<file path="src/rtl/uart_rx_pkt_ctrl_if.sv">
// Byte-level bus between the UART receiver, the packet controller and downstream.
// master = receiver/downstream side, slave = packet controller.
interface uart_rx_pkt_ctrl_if #(
    parameter int BYTE = 8
);
    logic            rx_valid;
    logic [BYTE-1:0] rx_byte;
    logic [BYTE-1:0] pkt_data;
    logic            pkt_valid;
    logic            pkt_ready;
    logic            pkt_last;
    logic [7:0]      pkt_len;
    logic            busy;
    logic            err_len;
    logic            err_chk;
    logic            err_timeout;
    logic            err_overflow;

    modport master (
        output rx_valid, rx_byte, pkt_ready,
        input  pkt_data, pkt_valid, pkt_last, pkt_len, busy,
               err_len, err_chk, err_timeout, err_overflow
    );

    modport slave (
        input  rx_valid, rx_byte, pkt_ready,
        output pkt_data, pkt_valid, pkt_last, pkt_len, busy,
               err_len, err_chk, err_timeout, err_overflow
    );
endinterface

</file>
<file path="src/rtl/uart_rx_pkt_ctrl.sv">
// Packet framer behind the UART receiver: SYNC, LEN, payload, XOR checksum.
// Verified payloads are buffered and drained on a valid/ready byte stream.
module uart_rx_pkt_ctrl #(
    parameter int              CLK_FRQ      = 250000000,
    parameter int              BAUD_RATE    = 115200,
    parameter int              BYTE         = 8,
    parameter int              MAX_LEN      = 16,
    parameter logic [BYTE-1:0] SYNC         = 8'hA5,
    parameter int              TIMEOUT_BITS = 20
) (
    input logic               clk,
    input logic               areset,
    uart_rx_pkt_ctrl_if.slave bus
);
    localparam int BAUD_DIV = CLK_FRQ / BAUD_RATE;
    localparam int LIMIT    = TIMEOUT_BITS * BAUD_DIV;
    localparam int CNT_W    = $clog2(LIMIT + 1);
    localparam int AW       = (MAX_LEN > 1) ? $clog2(MAX_LEN) : 1;

    typedef enum logic [2:0] {HUNT, LEN, PAYLOAD, CHECK, DRAIN} state_t;

    state_t          state_q, state_d;
    logic [7:0]      idx_q, idx_d, len_q, len_d, pkt_len_q, pkt_len_d;
    logic [BYTE-1:0] acc_q, acc_d, pkt_data_q, pkt_data_d;
    logic [CNT_W-1:0] cnt_q, cnt_d;
    logic            pkt_valid_q, pkt_valid_d, pkt_last_q, pkt_last_d;
    logic            err_len_q, err_len_d, err_chk_q, err_chk_d;
    logic            err_to_q, err_to_d, err_ov_q, err_ov_d;
    logic            buf_we;
    logic [7:0]      nxt;
    logic [BYTE-1:0] buf_q [0:(1<<AW)-1];

    assign nxt = idx_q + 8'd1;

    always_comb begin
        state_d     = state_q;
        idx_d       = idx_q;
        len_d       = len_q;
        acc_d       = acc_q;
        cnt_d       = '0;
        pkt_data_d  = pkt_data_q;
        pkt_valid_d = pkt_valid_q;
        pkt_last_d  = pkt_last_q;
        pkt_len_d   = pkt_len_q;
        err_len_d   = 1'b0;
        err_chk_d   = 1'b0;
        err_to_d    = 1'b0;
        err_ov_d    = 1'b0;
        buf_we      = 1'b0;
        case (state_q)
            HUNT: if (bus.rx_valid && bus.rx_byte == SYNC) state_d = LEN;
            LEN, PAYLOAD, CHECK: begin
                if (!bus.rx_valid) begin
                    // A byte landing on the expiry cycle takes the other branch and wins.
                    if (cnt_q == CNT_W'(LIMIT - 1)) begin
                        err_to_d = 1'b1;
                        state_d  = HUNT;
                    end else begin
                        cnt_d = cnt_q + 1'b1;
                    end
                end else if (state_q == LEN) begin
                    if (bus.rx_byte != '0 && int'(bus.rx_byte) <= MAX_LEN) begin
                        len_d   = 8'(bus.rx_byte);
                        acc_d   = bus.rx_byte;
                        idx_d   = 8'd0;
                        state_d = PAYLOAD;
                    end else begin
                        err_len_d = 1'b1;
                        state_d   = HUNT;
                    end
                end else if (state_q == PAYLOAD) begin
                    buf_we = 1'b1;
                    acc_d  = acc_q ^ bus.rx_byte;
                    idx_d  = nxt;
                    if (idx_q == len_q - 8'd1) state_d = CHECK;
                end else begin
                    if (bus.rx_byte == acc_q) begin
                        idx_d       = 8'd0;
                        pkt_len_d   = len_q;
                        pkt_valid_d = 1'b1;
                        pkt_data_d  = buf_q[0];
                        pkt_last_d  = (len_q == 8'd1);
                        state_d     = DRAIN;
                    end else begin
                        err_chk_d = 1'b1;
                        state_d   = HUNT;
                    end
                end
            end
            DRAIN: begin
                err_ov_d = bus.rx_valid;
                if (pkt_valid_q && bus.pkt_ready) begin
                    if (pkt_last_q) begin
                        pkt_valid_d = 1'b0;
                        pkt_last_d  = 1'b0;
                        state_d     = HUNT;
                    end else begin
                        idx_d      = nxt;
                        pkt_data_d = buf_q[nxt[AW-1:0]];
                        pkt_last_d = (nxt == pkt_len_q - 8'd1);
                    end
                end
            end
            default: state_d = HUNT;
        endcase
    end

    always_ff @(posedge clk or posedge areset) begin
        if (areset) begin
            state_q     <= HUNT;
            idx_q       <= '0;
            len_q       <= '0;
            acc_q       <= '0;
            cnt_q       <= '0;
            pkt_data_q  <= '0;
            pkt_valid_q <= 1'b0;
            pkt_last_q  <= 1'b0;
            pkt_len_q   <= '0;
            err_len_q   <= 1'b0;
            err_chk_q   <= 1'b0;
            err_to_q    <= 1'b0;
            err_ov_q    <= 1'b0;
        end else begin
            state_q     <= state_d;
            idx_q       <= idx_d;
            len_q       <= len_d;
            acc_q       <= acc_d;
            cnt_q       <= cnt_d;
            pkt_data_q  <= pkt_data_d;
            pkt_valid_q <= pkt_valid_d;
            pkt_last_q  <= pkt_last_d;
            pkt_len_q   <= pkt_len_d;
            err_len_q   <= err_len_d;
            err_chk_q   <= err_chk_d;
            err_to_q    <= err_to_d;
            err_ov_q    <= err_ov_d;
        end
    end

    always_ff @(posedge clk) begin
        if (buf_we) buf_q[idx_q[AW-1:0]] <= bus.rx_byte;
    end

    assign bus.pkt_data     = pkt_data_q;
    assign bus.pkt_valid    = pkt_valid_q;
    assign bus.pkt_last     = pkt_last_q;
    assign bus.pkt_len      = pkt_len_q;
    assign bus.busy         = (state_q != HUNT);
    assign bus.err_len      = err_len_q;
    assign bus.err_chk      = err_chk_q;
    assign bus.err_timeout  = err_to_q;
    assign bus.err_overflow = err_ov_q;
endmodule

</file>
<file path="src/flat_wrapper.sv">
// flat-port wrapper written by rule: the top's interface ports become plain ports
module uart_rx_pkt_ctrl_flat 
#(
    parameter int              CLK_FRQ      = 250000000,
    parameter int              BAUD_RATE    = 115200,
    parameter int              BYTE         = 8,
    parameter int              MAX_LEN      = 16,
    parameter logic [BYTE-1:0] SYNC         = 8'hA5,
    parameter int              TIMEOUT_BITS = 20
)
  (clk, areset, bus_rx_valid, bus_rx_byte, bus_pkt_ready, bus_pkt_data, bus_pkt_valid, bus_pkt_last, bus_pkt_len, bus_busy, bus_err_len, bus_err_chk, bus_err_timeout, bus_err_overflow);
  uart_rx_pkt_ctrl_if #(.BYTE(BYTE)) bus_i ();
  input logic clk;
  input logic areset;
  input wire logic [$bits(bus_i.rx_valid)-1:0] bus_rx_valid;
  input wire logic [$bits(bus_i.rx_byte)-1:0] bus_rx_byte;
  input wire logic [$bits(bus_i.pkt_ready)-1:0] bus_pkt_ready;
  output wire logic [$bits(bus_i.pkt_data)-1:0] bus_pkt_data;
  output wire logic [$bits(bus_i.pkt_valid)-1:0] bus_pkt_valid;
  output wire logic [$bits(bus_i.pkt_last)-1:0] bus_pkt_last;
  output wire logic [$bits(bus_i.pkt_len)-1:0] bus_pkt_len;
  output wire logic [$bits(bus_i.busy)-1:0] bus_busy;
  output wire logic [$bits(bus_i.err_len)-1:0] bus_err_len;
  output wire logic [$bits(bus_i.err_chk)-1:0] bus_err_chk;
  output wire logic [$bits(bus_i.err_timeout)-1:0] bus_err_timeout;
  output wire logic [$bits(bus_i.err_overflow)-1:0] bus_err_overflow;
  assign bus_i.rx_valid = bus_rx_valid;
  assign bus_i.rx_byte = bus_rx_byte;
  assign bus_i.pkt_ready = bus_pkt_ready;
  assign bus_pkt_data = bus_i.pkt_data;
  assign bus_pkt_valid = bus_i.pkt_valid;
  assign bus_pkt_last = bus_i.pkt_last;
  assign bus_pkt_len = bus_i.pkt_len;
  assign bus_busy = bus_i.busy;
  assign bus_err_len = bus_i.err_len;
  assign bus_err_chk = bus_i.err_chk;
  assign bus_err_timeout = bus_i.err_timeout;
  assign bus_err_overflow = bus_i.err_overflow;
  uart_rx_pkt_ctrl #(.CLK_FRQ(CLK_FRQ), .BAUD_RATE(BAUD_RATE), .BYTE(BYTE), .MAX_LEN(MAX_LEN), .SYNC(SYNC), .TIMEOUT_BITS(TIMEOUT_BITS)) u_core (.clk(clk), .areset(areset), .bus(bus_i));
endmodule
</file>
<file path="config.mk">
export PLATFORM = sky130hd
export DESIGN_NAME = uart_rx_pkt_ctrl_flat
export DESIGN_NICKNAME = d
export VERILOG_FILES = /design/src/rtl/uart_rx_pkt_ctrl_if.sv /design/src/rtl/uart_rx_pkt_ctrl.sv /design/src/flat_wrapper.sv
export SDC_FILE = /design/constraint.sdc
export NUM_CORES = 1
export LEC_CHECK = 0
export ABC_AREA = 1
export CAP_MARGIN = 20
export CELL_PAD_IN_SITES_DETAIL_PLACEMENT = 0
export CELL_PAD_IN_SITES_GLOBAL_PLACEMENT = 1
export CORE_ASPECT_RATIO = 0.6
export CORE_MARGIN = 2
export CORE_UTILIZATION = 30
export DETAILED_ROUTE_END_ITERATION = 12
export GPL_ROUTABILITY_DRIVEN = 0
export PLACE_DENSITY = 0.54
export RECOVER_POWER = 100
export SLEW_MARGIN = 25
export SYNTH_ARGS = -nofsm -noshare
export SYNTH_HDL_FRONTEND = slang
export SYNTH_SLANG_ARGS = --single-unit
</file>
<file path="constraint.sdc">
create_clock -name clk -period 2.5 [get_ports clk]
set_clock_uncertainty 0.2 [all_clocks]
set_input_delay 0.375 -clock clk [delete_from_list [all_inputs] [get_ports clk]]
set_output_delay 0.375 -clock clk [all_outputs]
set_load 0.01 [all_outputs]
</file>
==> flow_metrics.env, run 1 <==
export IMPL_status="finished with violations"
export IMPL_violations="max-capacitance violations, max-slew violations"
export IMPL_synthAdderAreaFrac=0.0110
export IMPL_arrival_ps=2560
export IMPL_grt_pass1_vias=6561
export IMPL_r2r_end="u_core.bus.pkt_last$_DFFE_PP0P_"
export IMPL_cts_resized_gates=0
export IMPL_critPathCaptureType="flip-flop"
export IMPL_drc=0
export IMPL_wl_per_cell_um=18.2
export IMPL_met2_usage=0.223
export IMPL_worstPathMaxFanout=12
export IMPL_setup_violations=0
export IMPL_leakagePower_nw=4.41
export IMPL_ys_seq_area_frac=0.600
export IMPL_dr_total_vias=6830
export IMPL_final_period_utilization=0.948
export IMPL_core_sq_um=29900
export IMPL_ant_nets=0
export IMPL_tightest_slew_ps=1590
export IMPL_final_nets=1079
export IMPL_ios=35
export IMPL_maxCapViolations=1
export IMPL_io_buffers=34
export IMPL_start_kind="flip-flop"
export IMPL_hp_class="reg -> reg"
export IMPL_hold_viol=0
export IMPL_reg2reg_depth=15
export IMPL_grt_pass1_wl_um=41800
export IMPL_final_cells=1481
export IMPL_multi_input_area_sq_um=3220
export IMPL_die_area_sq_um=31900
export IMPL_synth_compound_area_frac=0.104
export IMPL_dpl_hpwl_um=18600
export IMPL_clockRootBuffer="clkbuf_16"
export IMPL_period_needed_ps=2370
export IMPL_path_class="reg -> reg"
export IMPL_cts_buffer_depth=2
export IMPL_cts_buffers=17
export IMPL_use_met1=0.294
export IMPL_synthCells=957
export IMPL_syn_nets=977
export IMPL_grtUsageMet3=0.0358
export IMPL_post_cts_buffers=0
export IMPL_cp_required_ps=2690
export IMPL_final_cell_mix="215 x nand2_1, 169 x nor2_1, 128 x edfxtp_1"
export IMPL_rrSetupSlack_ps=130
export IMPL_final_fill_count=3084
export IMPL_wl_um=27000
export IMPL_clock_latency_ps=450
export IMPL_rows=49
export IMPL_top_usage_layer="met1"
export IMPL_dr_first_iter_drc_count=603
export IMPL_ys_types=40
export IMPL_dr_pass1_iters=5
export IMPL_dieHeight_um=139
export IMPL_ir_worst_vdd_uv=372
export IMPL_synth_top_family_by_area="simple AND/OR/NAND/NOR gates"
export IMPL_syn2layout_area_growth_pct=20.4
export IMPL_dp_cells=1447
export IMPL_p_per_area_nw_per_um2=905
export IMPL_netlist_area_sq_um=9120
export IMPL_synth_warning_count=0
export IMPL_drive_gt1_frac=0.118
export IMPL_rr_startpoint="u_core.idx_q[0]$_DFFE_PP0P_"
export IMPL_endpoint="u_core.bus.pkt_last$_DFFE_PP0P_"
export IMPL_dieWidth_um=229
export IMPL_cts_hold_fix_buffers=0
export IMPL_start_util=0.305
export IMPL_syn_mean_instance_area_sq_um=9.53
export IMPL_clock_fmax_ghz=0.422
export IMPL_grt_max_degree=68
export IMPL_dpl_cell_area_sq_um=10500
export IMPL_cts_tree="yes"
export IMPL_antenna_found_initial=2
export IMPL_synth_seq_cells=193
export IMPL_final_common_cell="nand2_1"
export IMPL_ctsHtreeMaxLevel=4
export IMPL_clkSinkCount=193
export IMPL_register_area_sq_um=5470
export IMPL_grt_usage=0.175
export IMPL_synthSimpleGateAreaFrac=0.218
export IMPL_cts_clk_slew_worst_paths_ps=80
export IMPL_synth_xor_area_frac=0.0202
export IMPL_setup_tns_ps=0
export IMPL_drv_slew=66
export IMPL_overflow=0
export IMPL_viasPerCell=4.61
export IMPL_critPathLaunch="u_core.idx_q[0]$_DFFE_PP0P_"
export IMPL_slew_headroom=-0.0625
export IMPL_muxShareOfSynthArea=0
export IMPL_fin_area_sq_um=11000
[synth_stat cells, drive strengths merged]
cell,number,share of area
a21oi,18,0.012
a31oi,1,0.00069
and3,2,0.0014
buf,20,0.013
clkbuf,13,0.0053
clkinv,2,0.0011
dfrtp,65,0.18
edfxtp,128,0.42
ha,8,0.011
inv,69,0.028
nand2,222,0.095
nand3,36,0.021
nand4,15,0.012
nor2,174,0.075
nor3,12,0.0095
nor4,4,0.0034
o211a,2,0.0022
o211ai,34,0.028
o21a,2,0.0016
o21ai,108,0.060
or2,1,0.00069
xnor2,11,0.011
xor2,10,0.0096
[routing by layer]
layer | vias to the layer above | routed length (um)
met1 | 3255 | 15200
li1 | 3437 | -
met3 | 14 | 1260
met2 | 124 | 10300
met4 | 0 | 189
met5 | - | 0
[sequential cells by signal (all words and copies together), names as in the netlist]
register and cells:
u_core.buf_q 128, u_core.cnt_q 16, u_core.acc_q 8, u_core.bus.pkt_data 8, u_core.bus.pkt_len 8, u_core.idx_q 8, u_core.len_q 8, u_core.state_q 3
u_core.bus.err_chk 1, u_core.bus.err_len 1, u_core.bus.err_overflow 1, u_core.bus.err_timeout 1, u_core.bus.pkt_last 1, u_core.bus.pkt_valid 1
[area by class of cell]
class / count / share of cell area
Timing Repair Buffer: 116 / 0.0834
Inverter: 71 / 0.0247
Clock inverter: 14 / 0.0149
Sequential cell: 193 / 0.498
Multi-Input combinational cell: 660 / 0.293
Clock buffer: 18 / 0.0391
Antenna cell: 1 / 0.000228
Tap cell: 408 / 0.0465
[per-stage QoR]
stage / setup slack, ps / power, W / hold slack [ps] / util
finish: 131 / 0.00994 / 279 / 0.367
global route: -1.48 / 0.0106 / 303 / 0.367
CTS: 101 / 0.0101 / 100 / 0.371
detailed placement: -73.5 / 0.00719 / 269 / 0.351
global placement: -27.6 / 0.00720 / 266 / 0.351
floorplan: 86.0 / 0.00593 / 246 / -
[worst max-delay path, stage by stage, from the launching register on]
cell and delay (ps):
dfrtp_2 430, inv_4 80, ha_4 240, buf_12 160
buf_4 150, nand2_1 50, nand2_1 50, nor2_1 90
nand2_1 60, nor2_1 90, nand3_1 90, nor2_1 150
nand4_1 200, nand2_1 150, nand2_1 60, nand2_1 50
[worst min-delay path by stage]
| stage | start | slack, ps | endpoint | cells past startpoint |
|---|---|---|---|---|
| after global routing | u_core.cnt_q[0]$_DFF_PP0_ | 300 | u_core.cnt_q[0]$_DFF_PP0_ | 1 |
| after floorplan | bus_rx_valid | 250 | u_core.cnt_q[15]$_DFF_PP0_ | 1 |
| after CTS | areset | 100 | u_core.bus.pkt_data[3]$_DFFE_PP0P_ | 3 |
| after global placement | u_core.bus.pkt_data[2]$_DFFE_PP0P_ | 270 | u_core.bus.pkt_data[2]$_DFFE_PP0P_ | 2 |
| final | u_core.bus.pkt_data[4]$_DFFE_PP0P_ | 280 | u_core.bus.pkt_data[4]$_DFFE_PP0P_ | 2 |
| after detailed placement | u_core.bus.pkt_data[2]$_DFFE_PP0P_ | 270 | u_core.bus.pkt_data[2]$_DFFE_PP0P_ | 2 |
[where the power goes]
part	internal (W)	switching, W
Combinational	0.00121	0.00198
Clock	0.00151	0.00135
Sequential	0.00367	0.000222
Total	0.00639	0.00355
[logic make-up after synthesis]
logic type / after synthesis
flops: 193
fa+ha+maj: 8
buf+inv: 104
simple gates: 466
compound gates: 165
xor+xnor: 21
No activity file was read; power rests on OpenSTA's default activity.
==> run 2, diff against run 1 <==
==> constraint.sdc (replaced) <==
create_clock -name clk -period 2.5 [get_ports clk]
set_clock_uncertainty 0.2 [all_clocks]
set_input_delay 0.625 -clock clk [delete_from_list [all_inputs] [get_ports clk]]
set_output_delay 0.625 -clock clk [all_outputs]
set_load 0.01 [all_outputs]
==> flow_metrics.env, run 2 (synthesized netlist as in run 1, its figures left out) <==
export IMPL_hold_slack_ps=276
export IMPL_largest_reg_flops=128
export IMPL_critPathCaptureType="primary output"
export IMPL_drive_gt1_frac=0.131
export IMPL_rsz0062_at_grt="no"
export IMPL_period_needed_ps=2430
export IMPL_setup_violations=0
export IMPL_final_common_cell="nand2_1"
export IMPL_critPathLaunch="u_core.bus.pkt_len[1]$_DFFE_PP0P_"
export IMPL_antenna_found_initial=0
export IMPL_start_kind="flip-flop"
export IMPL_grt_pass1_vias=6394
export IMPL_cts_tree="yes"
export IMPL_worstPathMaxFanout=3
export IMPL_die_area_sq_um=31900
export IMPL_hp_class="reg -> reg"
export IMPL_maxCapViolations=0
export IMPL_cts_hold_fix_buffers=0
export IMPL_ios=35
export IMPL_dr_first_iter_drc_count=601
export IMPL_grt_pass1_wl_um=41000
export IMPL_dr_total_vias=6874
export IMPL_slew_headroom=0.309
export IMPL_dpl_hpwl_um=18900
export IMPL_drc=0
export IMPL_clkSinkCount=193
export IMPL_final_cells=1486
export IMPL_status="completed"
export IMPL_final_cell_mix="214 x nand2_1, 169 x nor2_1, 128 x edfxtp_1"
export IMPL_rr_startpoint="u_core.idx_q[1]$_DFFE_PP0P_"
export IMPL_clockRootBuffer="clkbuf_16"
export IMPL_dr_pass1_iters=5
export IMPL_slowest_stage="dlygate4sd3_1"
export IMPL_post_cts_buffers=0
export IMPL_dp_slack_ps=-298
export IMPL_hold_viol=0
export IMPL_p_per_area_nw_per_um2=901
export IMPL_io_buffers=34
export IMPL_core_sq_um=29900
export IMPL_syn2layout_area_growth_pct=21.4
export IMPL_finalPower_w=0.00998
export IMPL_arrival_ps=1600
export IMPL_tightest_slew_ps=1040
export IMPL_dpl_cell_area_sq_um=10500
export IMPL_min_delay_start="u_core.bus.pkt_data[3]$_DFFE_PP0P_"
export IMPL_final_period_utilization=0.970
export IMPL_cts_clk_slew_worst_paths_ps=90
export IMPL_cts_buffer_depth=2
export IMPL_clock_latency_ps=460
export IMPL_ir_worst_vdd_uv=375
export IMPL_start_util=0.305
export IMPL_path_class="reg -> out"
export IMPL_path_cells="buf_4 > dlygate4sd3_1"
export IMPL_overflow=0
export IMPL_drv_slew=0
export IMPL_cts_buffers=17
export IMPL_wl_per_cell_um=18.0
export IMPL_dieHeight_um=139
export IMPL_viasPerCell=4.63
export IMPL_dp_cells=1453
export IMPL_final_fill_count=3118
export IMPL_dieWidth_um=229
export IMPL_grt_max_degree=68
export IMPL_ant_nets=0
export IMPL_cp_required_ps=1670
export IMPL_final_nets=1084
export IMPL_setup_slack_ps=74.3
export IMPL_crit_buf_inv=2
export IMPL_rows=49
export IMPL_max_stage_delay_ps=590
export IMPL_leakagePower_nw=4.45
export IMPL_ctsHtreeMaxLevel=4
export IMPL_clock_fmax_ghz=0.412
export IMPL_fin_area_sq_um=11100
export IMPL_grt_usage=0.173
export IMPL_crit_family="buffers and inverters"
export IMPL_wl_um=26700
-- run 2: cell types whose count changed in the layout (fill, tap and decap cells not counted), sizes merged, moves of 4 or more --
| cell | change |
|---|---|
| buf | +9 |
| inv | -4 |
| clkinv | +4 |
| clkdlybuf4s50 | +4 |
| dlygate4sd3 | -5 |
| clkbuf | -5 |
-- run 2: where the power goes --
group | internal (W) | switching [W] | leakage [nW]
registers | 0.00367 | 0.000240 | 2.00
clock network | 0.00161 | 0.00131 | 0.302
logic | 0.00120 | 0.00196 | 2.15
total | 0.00647 | 0.00351 | 4.45
-- run 2: final cells by class --
class                      count  area [sq um]  area share
timing repair buffer         121           960      0.0866
clock buffer                  17           425      0.0384
sequential                   193          5470       0.494
inverter                      71           269      0.0243
multi-input combinational    660          3240       0.292
antenna                        1          2.50    0.000226
clock inverter                15           201      0.0182
tap                          408           510      0.0461
-- run 2: path summary, 6_finish.rpt --
| check | end | slack [ps] | cells after the start |
|---|---|---|---|
| max | bus_pkt_len[1] | 70 | 2 |
| min | u_core.bus.pkt_data[3]$_DFFE_PP0P_ | 280 | 2 |
| max reg2reg | u_core.bus.pkt_data[0]$_DFFE_PP0P_ | 100 | 11 |
| min reg2reg | u_core.bus.pkt_data[3]$_DFFE_PP0P_ | 280 | 2 |
| max in group asynchronous | u_core.bus.pkt_data[7]$_DFFE_PP0P_ | 560 | 3 |
| min in group asynchronous | u_core.bus.pkt_len[1]$_DFFE_PP0P_ | 450 | 2 |
-- run 2: through the flow --
| step | utilization | TNS, ps |
|---|---|---|
| 2_1_floorplan | - | 0 |
| 4_1_cts | 0.373 | 0 |
| 6_report | 0.370 | 0 |
| 3_3_place_gp | 0.352 | -6170 |
| 5_1_grt | 0.370 | 0 |
| 3_5_place_dp | 0.352 | -8820 |
-- run 2: metal layers --
layer	part of all wire	GRT usage	wire (um)
met5	0	0	0
met4	0.0083	0.0410	223
met3	0.031	0.0288	828
met2	0.39	0.226	10400
met1	0.57	0.288	15300
-- run 2: worst reg2reg max path, stage by stage, from the launching register on --
cell	delay [ps]
dfrtp_1	370
inv_1	90
ha_4	320
buf_12	160
o21ai_0	80
o21ai_0	580
o211ai_1	210
nand2_1	90
nand2_1	50
nand2_1	60
nand2_1	60
nand2_1	50
-- run 2: what timing repair did --
action / in CTS / in global routing
resized for setup: 3 / 3
pin swaps: 0 / 1
setup endpoints to repair: 1 / 9
==> run 3, diff against run 2 <==
--- a/config.mk
+++ b/config.mk
@@ -14,6 +14,7 @@
 export CORE_UTILIZATION = 30
 export DETAILED_ROUTE_END_ITERATION = 12
 export GPL_ROUTABILITY_DRIVEN = 0
+export GPL_TIMING_DRIVEN = 0
 export PLACE_DENSITY = 0.54
 export RECOVER_POWER = 100
 export SLEW_MARGIN = 25
==> flow_metrics.env, run 3 (synthesized netlist as in run 1, its figures left out) <==
export IMPL_wl_per_cell_um=19.4
export IMPL_maxCapViolations=0
export IMPL_dr_pass1_iters=5
export IMPL_syn2layout_area_growth_pct=20.2
export IMPL_drive_gt1_frac=0.145
export IMPL_ir_worst_vdd_uv=399
export IMPL_fin_area_sq_um=11000
export IMPL_multi_input_area_sq_um=3390
export IMPL_dr_total_vias=6943
export IMPL_viasPerCell=4.79
export IMPL_dp_cells=1400
export IMPL_rows=49
export IMPL_cp_required_ps=2430
export IMPL_overflow=0
export IMPL_diodes=0
export IMPL_slew_headroom=0.107
export IMPL_rsz0062_at_grt="yes"
export IMPL_dr_first_iter_drc_count=558
export IMPL_setup_tns_ps=-2960
export IMPL_p_per_area_nw_per_um2=899
export IMPL_antenna_found_initial=0
export IMPL_cts_hold_fix_buffers=0
export IMPL_cts_buffer_depth=2
export IMPL_clock_fmax_ghz=0.386
export IMPL_io_buffers=34
export IMPL_cts_tree="yes"
export IMPL_grt_usage=0.181
export IMPL_dpl_cell_area_sq_um=9990
export IMPL_status="finished with violations"
export IMPL_ctsHtreeMaxLevel=4
export IMPL_final_cells=1450
export IMPL_start_kind="input pin"
export IMPL_utilization=0.366
export IMPL_path_class="in -> reg"
export IMPL_register_area_sq_um=5470
export IMPL_setup_violations=44
export IMPL_drv_slew=0
export IMPL_finalPower_w=0.00985
export IMPL_grt_pass1_vias=6571
export IMPL_final_fill_count=3096
export IMPL_core_sq_um=29900
export IMPL_cts_buffers=17
export IMPL_setup_slack_ps=-90.4
export IMPL_drc=0
export IMPL_ant_nets=0
export IMPL_largest_reg_flops=128
export IMPL_grt_pass1_wl_um=42400
export IMPL_dpl_hpwl_um=19800
export IMPL_hold_viol=0
export IMPL_final_cell_mix="208 x nand2_1, 150 x nor2_1, 128 x edfxtp_1"
export IMPL_reg2reg_depth=13
export IMPL_final_period_utilization=1.04
export IMPL_wl_um=28100
export IMPL_start_util=0.305
export IMPL_min_delay_path_depth=2
export IMPL_hp_class="reg -> reg"
export IMPL_critPathCaptureType="flip-flop"
export IMPL_arrival_ps=2520
export IMPL_clock_latency_ps=450
export IMPL_worstPathMaxFanout=8
export IMPL_clockRootBuffer="clkbuf_16"
export IMPL_final_nets=1049
export IMPL_clkSinkCount=193
export IMPL_dieHeight_um=139
export IMPL_final_common_cell="nand2_1"
export IMPL_cts_clk_slew_worst_paths_ps=70
export IMPL_violations="negative setup slack"
export IMPL_dieWidth_um=229
export IMPL_tightest_slew_ps=1340
export IMPL_leakagePower_nw=4.32
export IMPL_ios=35
export IMPL_grt_max_degree=36
export IMPL_die_area_sq_um=31900
export IMPL_period_needed_ps=2590
run 3: worst max-delay path, cell delays in order:
cell and delay (ps):
dlygate4sd3_1 640, inv_1 200, nor2_2 340, nand2_1 350
nor2_4 350
run 3: power by group:
group / internal [W] / switching, W
combinational: 0.00123 / 0.00208
sequential: 0.00367 / 0.000228
clock: 0.00142 / 0.00122
run 3: final cells by class:
| class | count | area share |
|---|---|---|
| clock inverter | 7 | 0.00434 |
| buffer | 33 | 0.0221 |
| inverter | 71 | 0.0245 |
| clock buffer | 25 | 0.0465 |
| tap | 408 | 0.0466 |
| timing repair buffer | 53 | 0.0476 |
| multi-input combinational | 660 | 0.309 |
| sequential | 193 | 0.499 |
run 3: worst paths after layout:
path	slack (ps)	start	end
setup / recovery	-90	bus_rx_valid	u_core.buf_q[13][0]$_DFFE_PP_
hold / removal	270	u_core.bus.pkt_data[3]$_DFFE_PP0P_	u_core.bus.pkt_data[3]$_DFFE_PP0P_
setup reg to reg	-50	u_core.idx_q[0]$_DFFE_PP0P_	u_core.bus.pkt_data[3]$_DFFE_PP0P_
hold reg to reg	270	u_core.bus.pkt_data[3]$_DFFE_PP0P_	u_core.bus.pkt_data[3]$_DFFE_PP0P_
max in group asynchronous	290	areset	u_core.idx_q[0]$_DFFE_PP0P_
min in group asynchronous	800	areset	u_core.idx_q[6]$_DFFE_PP0P_
run 3: metrics by stage:
step	hold slack [ps]	worst slack, ps
after floorplan	255	48.5
after global placement	265	-1460
after detailed placement	269	-1130
after CTS	286	-55.9
after global routing	310	-184
final	273	-90.4
run 3: repair_timing:
action,in CTS,in global routing
cloned,0,2
endpoints found under the hold margin,0,0
endpoints found under the setup margin,176,128
buffers inserted,10,6
gates resized for setup,93,46
pin swaps,11,30
run 3: layer usage:
metal | GRT usage | routed length [um] | vias up
met2 | 0.220 | 10100 | 119
met5 | 0 | 0 | -
li1 | - | - | 3385
met4 | 0.0431 | 237 | 0
met1 | 0.307 | 16400 | 3419
met3 | 0.0428 | 1310 | 20
